`config.mk`:
```
export PLATFORM = sky130hd
export DESIGN_NAME = matmul_stream_ctrl
export DESIGN_NICKNAME = d
export VERILOG_FILES = /design/src/rtl/matmul_pkg.sv /design/src/rtl/matmul_out_fifo.sv /design/src/rtl/matmul_stream_ctrl.sv
export SDC_FILE = /design/constraint.sdc
export NUM_CORES = 1
export LEC_CHECK = 0
export CORE_MARGIN = 4
export CORE_UTILIZATION = 49
export DETAILED_ROUTE_END_ITERATION = 7
export PLACE_DENSITY = 0.8
export SYNTH_ARGS = -nofsm -noshare
export SYNTH_HDL_FRONTEND = slang
export SYNTH_HIERARCHICAL = 1
export SYNTH_SLANG_ARGS = --single-unit
```
`constraint.sdc`:
```
create_clock -name clock -period 4.2 [get_ports clock]
set_clock_uncertainty 0.15 [all_clocks]
set_input_delay 0.84 -clock clock [delete_from_list [all_inputs] [get_ports clock]]
set_output_delay 0.84 -clock clock [all_outputs]
set_load 0.1 [all_outputs]
```
`src/rtl/matmul_pkg.sv`:
```
// Shared types for the matmul stream controller.
// State encoding and matrix element count helper.
package matmul_pkg;

  typedef enum logic [2:0] {
    LOAD_X,
    LOAD_Y,
    START,
    WAIT_LO,
    WAIT_HI,
    DRAIN
  } matmul_stream_state_t;

  function automatic int elems(input int vs);
    return vs * vs;
  endfunction

endpackage

```
`src/rtl/matmul_out_fifo.sv`:
```
// Two-entry synchronous FIFO for the result stream.
// Push and pop together on a full FIFO keep occupancy unchanged.
module matmul_out_fifo #(
  parameter int W = 33
) (
  input  logic         clock,
  input  logic         reset,
  input  logic         push,
  input  logic         pop,
  input  logic [W-1:0] din,
  output logic [W-1:0] dout,
  output logic [1:0]   count,
  output logic         full,
  output logic         empty
);

  logic [W-1:0] mem [2];
  logic         rd_ptr;
  logic         wr_ptr;
  logic         do_pop;
  logic         do_push;

  assign full    = (count == 2'd2);
  assign empty   = (count == 2'd0);
  assign do_pop  = pop && !empty;
  assign do_push = push && (!full || do_pop);
  assign dout    = mem[rd_ptr];

  always_ff @(posedge clock or posedge reset) begin
    if (reset) begin
      mem[0] <= '0;
      mem[1] <= '0;
      rd_ptr <= 1'b0;
      wr_ptr <= 1'b0;
      count  <= 2'd0;
    end else begin
      if (do_push) begin
        mem[wr_ptr] <= din;
        wr_ptr      <= ~wr_ptr;
      end
      if (do_pop) rd_ptr <= ~rd_ptr;
      count <= count + {1'b0, do_push} - {1'b0, do_pop};
    end
  end

endmodule

```
`src/rtl/matmul_stream_ctrl.sv`:
```
// Stream controller around the matmul core: loads X/Y BRAMs,
// kicks the core, then streams Z back out with a last flag.
module matmul_stream_ctrl
  import matmul_pkg::*;
#(
  parameter int DATA_WIDTH  = 32,
  parameter int ADDR_WIDTH  = 6,
  parameter int VECTOR_SIZE = 8
) (
  input  logic                  clock,
  input  logic                  reset,
  input  logic [DATA_WIDTH-1:0] in_data,
  input  logic                  in_valid,
  output logic                  in_ready,
  output logic [DATA_WIDTH-1:0] x_din,
  output logic [ADDR_WIDTH-1:0] x_wr_addr,
  output logic                  x_wr_en,
  output logic [DATA_WIDTH-1:0] y_din,
  output logic [ADDR_WIDTH-1:0] y_wr_addr,
  output logic                  y_wr_en,
  output logic                  mm_start,
  input  logic                  mm_done,
  output logic [ADDR_WIDTH-1:0] z_addr,
  input  logic [DATA_WIDTH-1:0] z_dout,
  output logic [DATA_WIDTH-1:0] out_data,
  output logic                  out_valid,
  input  logic                  out_ready,
  output logic                  out_last,
  output logic                  busy
);

  localparam int N  = elems(VECTOR_SIZE);
  localparam int CW = ADDR_WIDTH + 1;
  localparam logic [CW-1:0] LAST = CW'(N - 1);
  localparam logic [CW-1:0] NUM  = CW'(N);

  matmul_stream_state_t state;
  logic [CW-1:0]   wr_cnt;
  logic [CW-1:0]   rd_cnt;
  logic            inflight;
  logic            inflight_last;
  logic [1:0]      fifo_cnt;
  logic            fifo_full;
  logic            fifo_empty;
  logic            head_last;
  logic [DATA_WIDTH-1:0] head_data;
  logic            pop;
  logic            xfer;
  logic            issue;
  logic [2:0]      credits;

  assign in_ready  = !reset && (state == LOAD_X || state == LOAD_Y);
  assign xfer      = in_valid && in_ready;
  assign busy      = (state != LOAD_X) || (wr_cnt != '0);
  assign out_valid = !fifo_empty;
  assign out_data  = head_data;
  assign out_last  = out_valid && head_last;
  assign pop       = out_valid && out_ready;
  assign z_addr    = rd_cnt[ADDR_WIDTH-1:0];

  // Reads in flight plus buffered words never exceed the FIFO depth.
  assign credits = {2'b0, inflight} + {1'b0, fifo_cnt} - {2'b0, pop};
  assign issue   = (state == DRAIN) && (rd_cnt < NUM)
                && (credits < 3'd2) && !(fifo_full && !pop);

  matmul_out_fifo #(
    .W(DATA_WIDTH + 1)
  ) u_fifo (
    .clock(clock),
    .reset(reset),
    .push (inflight),
    .pop  (pop),
    .din  ({inflight_last, z_dout}),
    .dout ({head_last, head_data}),
    .count(fifo_cnt),
    .full (fifo_full),
    .empty(fifo_empty)
  );

  always_ff @(posedge clock or posedge reset) begin
    if (reset) begin
      state         <= LOAD_X;
      wr_cnt        <= '0;
      rd_cnt        <= '0;
      inflight      <= 1'b0;
      inflight_last <= 1'b0;
      x_din         <= '0;
      x_wr_addr     <= '0;
      x_wr_en       <= 1'b0;
      y_din         <= '0;
      y_wr_addr     <= '0;
      y_wr_en       <= 1'b0;
      mm_start      <= 1'b0;
    end else begin
      x_wr_en       <= 1'b0;
      y_wr_en       <= 1'b0;
      mm_start      <= 1'b0;
      inflight      <= issue;
      inflight_last <= issue && (rd_cnt == LAST);
      unique case (state)
        LOAD_X: begin
          if (xfer) begin
            x_din     <= in_data;
            x_wr_addr <= wr_cnt[ADDR_WIDTH-1:0];
            x_wr_en   <= 1'b1;
            if (wr_cnt == LAST) begin
              wr_cnt <= '0;
              state  <= LOAD_Y;
            end else begin
              wr_cnt <= wr_cnt + 1'b1;
            end
          end
        end
        LOAD_Y: begin
          if (xfer) begin
            y_din     <= in_data;
            y_wr_addr <= wr_cnt[ADDR_WIDTH-1:0];
            y_wr_en   <= 1'b1;
            if (wr_cnt == LAST) begin
              wr_cnt <= '0;
              state  <= START;
            end else begin
              wr_cnt <= wr_cnt + 1'b1;
            end
          end
        end
        START: begin
          mm_start <= 1'b1;
          state    <= WAIT_LO;
        end
        // Skip a done level left over from the previous run.
        WAIT_LO: if (!mm_done) state <= WAIT_HI;
        WAIT_HI: begin
          if (mm_done) begin
            rd_cnt <= '0;
            state  <= DRAIN;
          end
        end
        DRAIN: begin
          if (issue) rd_cnt <= rd_cnt + 1'b1;
          if (pop && head_last) begin
            rd_cnt <= '0;
            wr_cnt <= '0;
            state  <= LOAD_X;
          end
        end
        default: state <= LOAD_X;
      endcase
    end
  end

endmodule

```
==> reports/metrics.yaml, run 1 <==
avgSynthCellArea_um2: 14.8
r2r_end: "rd_cnt[5]"
clock_latency_ns: 0.42
synth_sequential_area_ratio: 0.561
fin_crit_ns: 3.37
layout.nets: 766
design_area_mm2: 0.00993
crit_path_end_kind: "register"
mappedNetlistArea_mm2: 0.00749
core_mm2: 0.0148
muxShareOfSynthArea: 0.291
synth_top_family_by_area: "multiplexers"
rsz0062_at_grt: "false"
slew_violations: 0
relSlewSlack: 0.304
cts_buffers: 17
worstPathArrival_ns: 3.52
cts_resized: 0
synth-xor-area-share: 0.00351
worst_pin_slew_ns: 1.04
routed_wl_mm: 17.3
cts_root_buf: "clkbuf_16"
post-cts-setup-buffers: 0
n_fill_cell: 1039
crit_fanout: 10
ant_nets: 0
crit_type: "primary input to register"
ys_ff_latch: 168
met2_usage: 0.323
cts_buffer_depth: 2
tns_ns: 0
yosys.area.top_type_share: 0.561
start_kind: "primary input"
htreeDepth: 4
vias: 4814
drcViolationCount: 0
die_x_um: 132
cts_tree: "yes"
num_rows: 44
grt_overflow: 0
viasPerCell: 5.42
synthDistinctLibCells: 56
reg2regPathDepth: 9
finalSetupViolations: 0
status: "complete, no violations"
antenna_found_initial: 0
cts_sinks: 168
synth_fa_ha_area_frac: 0.00935
syn_nets: 580
yosysWarnings: 6
wl_per_cell_um: 19.4
first_global_vias: 5205
worstReg2RegStart: "u_fifo/count[1]"
hold_violations: 0
drive_gt1_frac: 0.367
synthFlopType: "dfrtp_1"
hp-class: "register to register"
r2r_slack_ns: 1.01
clkTransAtPathRegs_ns: 0.07
dieArea_mm2: 0.0173
ios: 190
grt_max_degree: 87
drt_iter0_markers: 309
die_h_um: 132
endpoint: "rd_cnt[5]"
worstSetupStartpoint: "out_ready"
io_buffers: 189
track_usage: 0.204
dr.pass1.iters: 4
required_ns: 4.36
start_util: 0.508
synth_edf_count: 0
dp_hpwl_mm: 11.9
area_growth_syn_to_layout_pct: 32.6
yosysTopAreaCell: "dfrtp_1"
yosysMostFrequentCell: "dfrtp_1"
yosys-top-cells-area: "dfrtp_1 56%, mux2_2 17%, mux2_4 12%"
use_met3: 0.0917
gp_congestion: 0.838
diodes: 0
grt_pass1_wl_mm: 28.4
async_flop_share: 1.00
synthSimpleGateAreaFrac: 0.0561
max_freq_mhz: 297
syn-instance-count: 506
hold_buffers: 0
grtUsageMet1: 0.256
grt-busiest-layer: "met2"
synth_common_cells: "168 x dfrtp_1, 113 x mux2_2, 59 x mux2_4"
synth_compound_area_frac: 0.0413
drv_cap: 0
period_share: 0.802
placed_cell_area_mm2: 0.00938
[metrics by stage]
stage                     worst slack [ns]   util  hold WS [ns]  instances
after floorplan                      0.343      -         0.325        506
after global placement               0.466  0.636         0.323        857
after detailed placement             0.396  0.636         0.329        857
after CTS                            0.853  0.673         0.358        889
after global routing                 0.727  0.673         0.368        889
final                                0.831  0.673         0.350        889
[placed cells by master, fill, tap and decap left out, types with 7 or more instances in the layout]
cell	n
mux2_2	113
mux2_4	59
dfrtp_1	168
clkbuf_16	17
inv_6	7
nor2_1	10
buf_4	41
nand2_1	15
inv_1	9
o21ai_0	20
clkdlybuf4s50_1	154
[final cells by class]
cell class | instances | area [um^2] | share of cell area
Multi-Input combinational cell | 296 | 3010 | 0.303
Sequential cell | 168 | 4200 | 0.423
Clock inverter | 13 | 109 | 0.0110
Inverter | 12 | 47.5 | 0.00479
Tap cell | 184 | 230 | 0.0232
Clock buffer | 19 | 443 | 0.0446
Timing Repair Buffer | 197 | 1890 | 0.190
[how the worst min path moves through the flow]
stage | startpoint | to | cells past startpoint
3_5_place_dp | y_wr_addr[1] | y_wr_addr[1] | 2
3_3_place_gp | x_wr_addr[0] | x_wr_addr[0] | 1
6_report | y_wr_addr[1] | y_wr_addr[1] | 2
2_1_floorplan | u_fifo/mem[12] | u_fifo/mem[12] | 1
5_1_grt | u_fifo/mem[46] | u_fifo/mem[46] | 1
4_1_cts | u_fifo/mem[9] | u_fifo/mem[9] | 1
[routing by layer]
layer  share of wire  vias up
met5               0        -
met4           0.010        0
met3           0.098       13
met2            0.48      179
met1            0.41     2439
li1                -     2183
[flip-flops by register name, summed over array words and instances, names as in the netlist]
signal	flops
y_wr_addr	6
x_wr_addr	6
mm_start	1
wr_cnt	7
x_din	32
y_wr_en	1
u_fifo/rd_ptr	1
rd_cnt	7
x_wr_en	1
u_fifo/wr_ptr	1
inflight_last	1
u_fifo/mem	66
y_din	32
inflight	1
state	3
u_fifo/count	2
[critical path, cell delays in order]
cell             delay (ns)
clkdlybuf4s50_1        0.51
nand2b_4               0.08
nor2_1                 0.17
o21ai_0                0.14
fa_1                   0.40
xor2_1                 0.20
a2111o_1               0.53
o311a_1                0.40
a221o_1                0.26
[kinds of logic after synthesis]
kind of cell	after synthesis
flip-flops	168
multiplexers	174
AO/OA/AOI/OAI	48
AND/OR/NAND/NOR	66
XOR/XNOR	3
adder cells (fa/ha/maj)	5
buffers and inverters	42
Power of run 1 is not shown: default switching activity piles up to over one toggle a cycle in this logic, so the estimate is an artifact.
==> inputs of run 2 (changes only) <==
==> constraint.sdc (replaced) <==
create_clock -name clock -period 3.1 [get_ports clock]
set_clock_uncertainty 0.15 [all_clocks]
set_input_delay 0.62 -clock clock [delete_from_list [all_inputs] [get_ports clock]]
set_output_delay 0.62 -clock clock [all_outputs]
set_load 0.1 [all_outputs]
==> reports/metrics.yaml, run 2 (synthesized netlist as in run 1, its figures left out) <==
required_ns: 3.25  # -1.11 ns
crit_type: "primary input to register"
htreeDepth: 4  # unchanged
met2_usage: 0.353  # +0.0301
gp_congestion: 0.844  # +0.73%
top_register: "u_fifo/mem"
grt_pass1_wl_mm: 29.3  # +3.0%
worstPathBufferInverterCount: 2  # +1
drcViolationCount: 0  # unchanged
clock_latency_ns: 0.42  # about the same
design_area_mm2: 0.0104  # +4.4%
critPathTopFamily: "compound AO/OA/AOI/OAI gates"
finalSetupViolations: 0  # unchanged
worstPathArrival_ns: 3.12  # -0.40 ns
wl_per_cell_um: 19.7  # +1.4%
vias: 4852  # +0.79%
n_fill_cell: 984  # -5.3%
cts_buffer_depth: 2  # unchanged
fin_crit_ns: 2.97
ios: 190  # unchanged
grt-busiest-layer: "met2"
largest_register_ffs: 66  # unchanged
first_global_vias: 5442  # +4.6%
cts_sinks: 168  # unchanged
r2r_end: "rd_cnt[5]"
worstHoldEndpoint: "x_wr_addr[0]"
routed_wl_mm: 17.8  # +2.9%
crit_chain: "clkdlybuf4s50_1 -> nand2b_4 -> nor2_1 -> o21ai_0 -> fa_1 -> inv_1 -> a2111o_1 -> o311a_1 -> a221o_1"
drv_cap: 0  # unchanged
status: "complete, no violations"
max_stage_delay_ns: 0.53  # about the same
hp-class: "register to register"
layout.nets: 779  # +1.7%
drt_iter0_markers: 294  # -4.9%
cts_buffers: 17  # unchanged
antenna_found_initial: 0  # unchanged
fin_ws_ns: 0.128  # -0.703 ns
crit_fanout: 6  # -4
layout_common_cells: "168 x dfrtp_1, 113 x mux2_2, 102 x buf_4, 68 x clkdlybuf4s50_1, 59 x mux2_4"
dieArea_mm2: 0.0173  # unchanged
ant_nets: 0  # unchanged
holdPathStages: 1  # -1
relSlewSlack: 0.480  # +0.176
cp_slowest_cell: "fa_1"
cts_root_buf: "clkbuf_16"
cts_tree: "yes"
grt_overflow: 0  # unchanged
io_buffers: 189  # unchanged
start_kind: "primary input"
area_growth_syn_to_layout_pct: 38.5
clkTransAtPathRegs_ns: 0.07  # about the same
dr.pass1.iters: 4  # unchanged
top_regs: "u_fifo/mem (66), x_din (32), y_din (32)"
place_ws_ns: -0.324  # -0.720 ns
start_util: 0.508  # unchanged
die_x_um: 132  # unchanged
max_freq_mhz: 336
num_rows: 44  # unchanged
worst_pin_slew_ns: 0.778  # -0.263 ns
hp-start: "x_wr_addr[0]"
core_mm2: 0.0148  # unchanged
grt_max_degree: 99  # +14%
dp_hpwl_mm: 12.4  # +4.2%
drive_gt1_frac: 0.501  # +0.134
slew_violations: 0  # unchanged
reg2regPathDepth: 9  # unchanged
layout_commonest_cell: "dfrtp_1"
period_share: 0.959
worstReg2RegStart: "u_fifo/count[1]"
viasPerCell: 5.38  # -0.66%
placed_cell_area_mm2: 0.00974  # +3.8%
track_usage: 0.210  # +0.00551
crit_path_end_kind: "register"
hold_buffers: 0  # unchanged
grtUsageMet1: 0.249  # -0.00730
die_h_um: 132  # unchanged
hold_violations: 0  # unchanged
use_met3: 0.0910  # -0.000765
r2r_slack_ns: 0.20  # -0.81 ns
diodes: 0  # unchanged
## run 2: stage by stage
step	instances	hold WS, ns	util	TNS [ns]
2_1_floorplan	506	0.325	-	0
3_3_place_gp	869	0.326	0.660	-1.12
3_5_place_dp	869	0.327	0.660	-1.22
4_1_cts	901	0.351	0.703	0
5_1_grt	902	0.368	0.703	-0.00230
6_report	902	0.348	0.703	0
## run 2: routing by layer
layer,wire length [um],vias to the layer above
li1,-,2197
met1,7160,2477
met2,8940,160
met3,1390,18
met4,271,0
met5,0,-
## run 2: worst reg2reg max path: cells and delay by family, from the launching register on
family | cells | cell delay [ns]
AOI/OAI and AO/OA | 4 | 1.19
adders and majority gates | 1 | 0.53
buffers and inverters | 1 | 0.06
DFF | 1 | 0.39
and+or+nand+nor | 3 | 0.48
## run 2: layout make-up
class                           instances  area [um^2]  share of cell area
Inverter                               12         50.0             0.00482
Clock inverter                         13          183              0.0176
Clock buffer                           19          443              0.0427
Tap cell                              184          230              0.0222
Sequential cell                       168         4200               0.405
Multi-Input combinational cell        296         3020               0.291
Timing Repair Buffer                  210         2250               0.217
## run 2: worst max path at each step
| stage | from | endpoint | slack, ns | depth (start not counted) |
|---|---|---|---|---|
| after global routing | out_ready | rd_cnt[5] | -0.002 | 9 |
| after global placement | out_ready | rd_cnt[5] | -0.27 | 9 |
| after floorplan | u_fifo/count[1] | rd_cnt[5] | 0.14 | 10 |
| after CTS | u_fifo/count[1] | rd_cnt[5] | 0.11 | 9 |
| final | out_ready | rd_cnt[5] | 0.13 | 9 |
| after detailed placement | out_ready | rd_cnt[5] | -0.32 | 9 |
## run 2: repair_timing
action,4_1_cts,5_1_grt
gates resized for setup,0,1
endpoints found under the setup margin,0,3
setup buffers,0,1
Power of run 2 is left out for the same reason.
==> inputs of run 3 (changes only) <==
==> constraint.sdc (replaced) <==
create_clock -name clock -period 2.9 [get_ports clock]
set_clock_uncertainty 0.15 [all_clocks]
set_input_delay 0.58 -clock clock [delete_from_list [all_inputs] [get_ports clock]]
set_output_delay 0.58 -clock clock [all_outputs]
set_load 0.1 [all_outputs]
==> reports/metrics.yaml, run 3 (synthesized netlist as in run 1, its figures left out) <==
drive_gt1_frac: 0.512  # +0.0104
required_ns: 3.07  # -0.18 ns
worstPathArrival_ns: 2.98  # -0.14 ns
clkTransAtPathRegs_ns: 0.08  # about the same
antenna_found_initial: 0  # unchanged
fin_crit_ns: 2.81
cts_root_buf: "clkbuf_16"
crit_fanout: 7  # +1
dieArea_mm2: 0.0173  # unchanged
num_rows: 44  # unchanged
status: "complete, no violations"
drv_cap: 0  # unchanged
track_usage: 0.205  # -0.00479
design_area_mm2: 0.0104  # unchanged
largest_register_ffs: 66  # unchanged
die_x_um: 132  # unchanged
first_global_vias: 5341  # -1.9%
diodes: 0  # unchanged
area_growth_syn_to_layout_pct: 38.5  # unchanged
worstPathBufferInverterCount: 1  # -1
dr.pass1.iters: 4  # unchanged
worst_pin_slew_ns: 0.808  # +0.0301 ns
routed_wl_mm: 17.5  # -1.4%
cts_sinks: 168  # unchanged
drt_iter0_markers: 292  # -0.68%
grt_pass1_wl_mm: 28.7  # -2.0%
ff_latch_area_mm2: 0.00421  # about the same
ios: 190  # unchanged
hold_violations: 0  # unchanged
crit_chain: "clkdlybuf4s50_1 -> nand2b_4 -> and2_2 -> o21ai_2 -> fa_1 -> xor2_1 -> a2111o_1 -> o311a_1 -> a221o_1"
crit_type: "primary input to register"
layout_common_cells: "166 x dfrtp_1, 113 x mux2_2, 106 x buf_4, 68 x clkdlybuf4s50_1, 59 x mux2_4"
critPathTopFamily: "compound AO/OA/AOI/OAI gates"
top_register: "u_fifo/mem"
crit_path_end_kind: "register"
period_share: 0.969
io_buffers: 189  # unchanged
clock_latency_ns: 0.43  # about the same
grt_max_degree: 57  # -42%
viasPerCell: 5.40  # +0.31%
wl_per_cell_um: 19.3  # -1.8%
relSlewSlack: 0.460  # -0.0201
cts_buffers: 17  # unchanged
reg2regPathDepth: 9  # unchanged
max_freq_mhz: 356
multi_input_comb_area_mm2: 0.00304  # +0.58%
gp_congestion: 0.819  # -2.9%
top_regs: "u_fifo/mem (66), x_din (32), y_din (32)"
grt_overflow: 0  # unchanged
layout.nets: 782  # +0.39%
cts_tree: "yes"
hold_buffers: 0  # unchanged
start_kind: "primary input"
ant_nets: 0  # unchanged
start_util: 0.508  # unchanged
dp_hpwl_mm: 12.3  # -0.95%
core_mm2: 0.0148  # unchanged
die_h_um: 132  # unchanged
cts_buffer_depth: 2  # unchanged
n_fill_cell: 963  # -2.1%
path_depth: 9  # unchanged
cp_slowest_cell: "a2111o_1"
vias: 4883  # +0.64%
placed_cell_area_mm2: 0.00975  # about the same
max_stage_delay_ns: 0.46  # -0.07 ns
layout_commonest_cell: "dfrtp_1"
hp-class: "register to register"
finalSetupViolations: 0  # unchanged
drcViolationCount: 0  # unchanged
htreeDepth: 4  # unchanged
slew_violations: 0  # unchanged
holdPathStages: 2  # +1
run 3: worst paths after layout:
check | endpoint | start | slack (ns)
max in group asynchronous | x_din[23] | reset | 1.35
hold / removal | y_wr_addr[0] | y_wr_addr[0] | 0.35
setup reg to reg | rd_cnt[5] | u_fifo/count[1] | 0.12
hold reg to reg | y_wr_addr[0] | y_wr_addr[0] | 0.35
min in group asynchronous | u_fifo/mem[28] | reset | 0.53
setup / recovery | rd_cnt[5] | out_ready | 0.09
run 3: layout make-up:
cell class | instances | area share
well taps | 184 | 0.0222
multi-input cells | 296 | 0.293
inverters | 12 | 0.00482
repair buffers | 213 | 0.218
flip-flops and latches | 168 | 0.405
clock inverters | 15 | 0.0164
clock buffers | 17 | 0.0410
run 3: routing by layer:
| layer | routed length, um | global-route usage | part of all wire | vias up |
|---|---|---|---|---|
| li1 | - | - | - | 2206 |
| met1 | 7130 | 0.252 | 0.41 | 2487 |
| met2 | 8770 | 0.341 | 0.50 | 168 |
| met3 | 1310 | 0.0768 | 0.075 | 22 |
| met4 | 299 | 0.0589 | 0.017 | 0 |
| met5 | 0 | 0 | 0 | - |
run 3: tightest hold or removal path, cell delays in order, from the launching register on:
cell and delay (ns):
dfrtp_1 0.36, nand2_1 0.05, o21ai_0 0.06
run 3: stage by stage:
stage / setup TNS [ns] / utilization / setup slack, ns / instances / hold WS [ns]
final: 0 / 0.703 / 0.0906 / 905 / 0.352
after global routing: -0.00543 / 0.703 / -0.00310 / 905 / 0.371
after CTS: 0 / 0.702 / 0.0119 / 904 / 0.353
after detailed placement: -2.92 / 0.661 / -0.500 / 871 / 0.331
after global placement: -2.38 / 0.661 / -0.436 / 871 / 0.326
after floorplan: 0 / - / 0.00576 / 506 / 0.325
run 3: repair_timing:
action	4_1_cts	5_1_grt
endpoints found under the setup margin	2	7
buffers inserted	1	1
gates resized for setup	2	4
pin swaps	3	1
hold endpoints to repair	0	0
Power of run 3 is left out for the same reason.
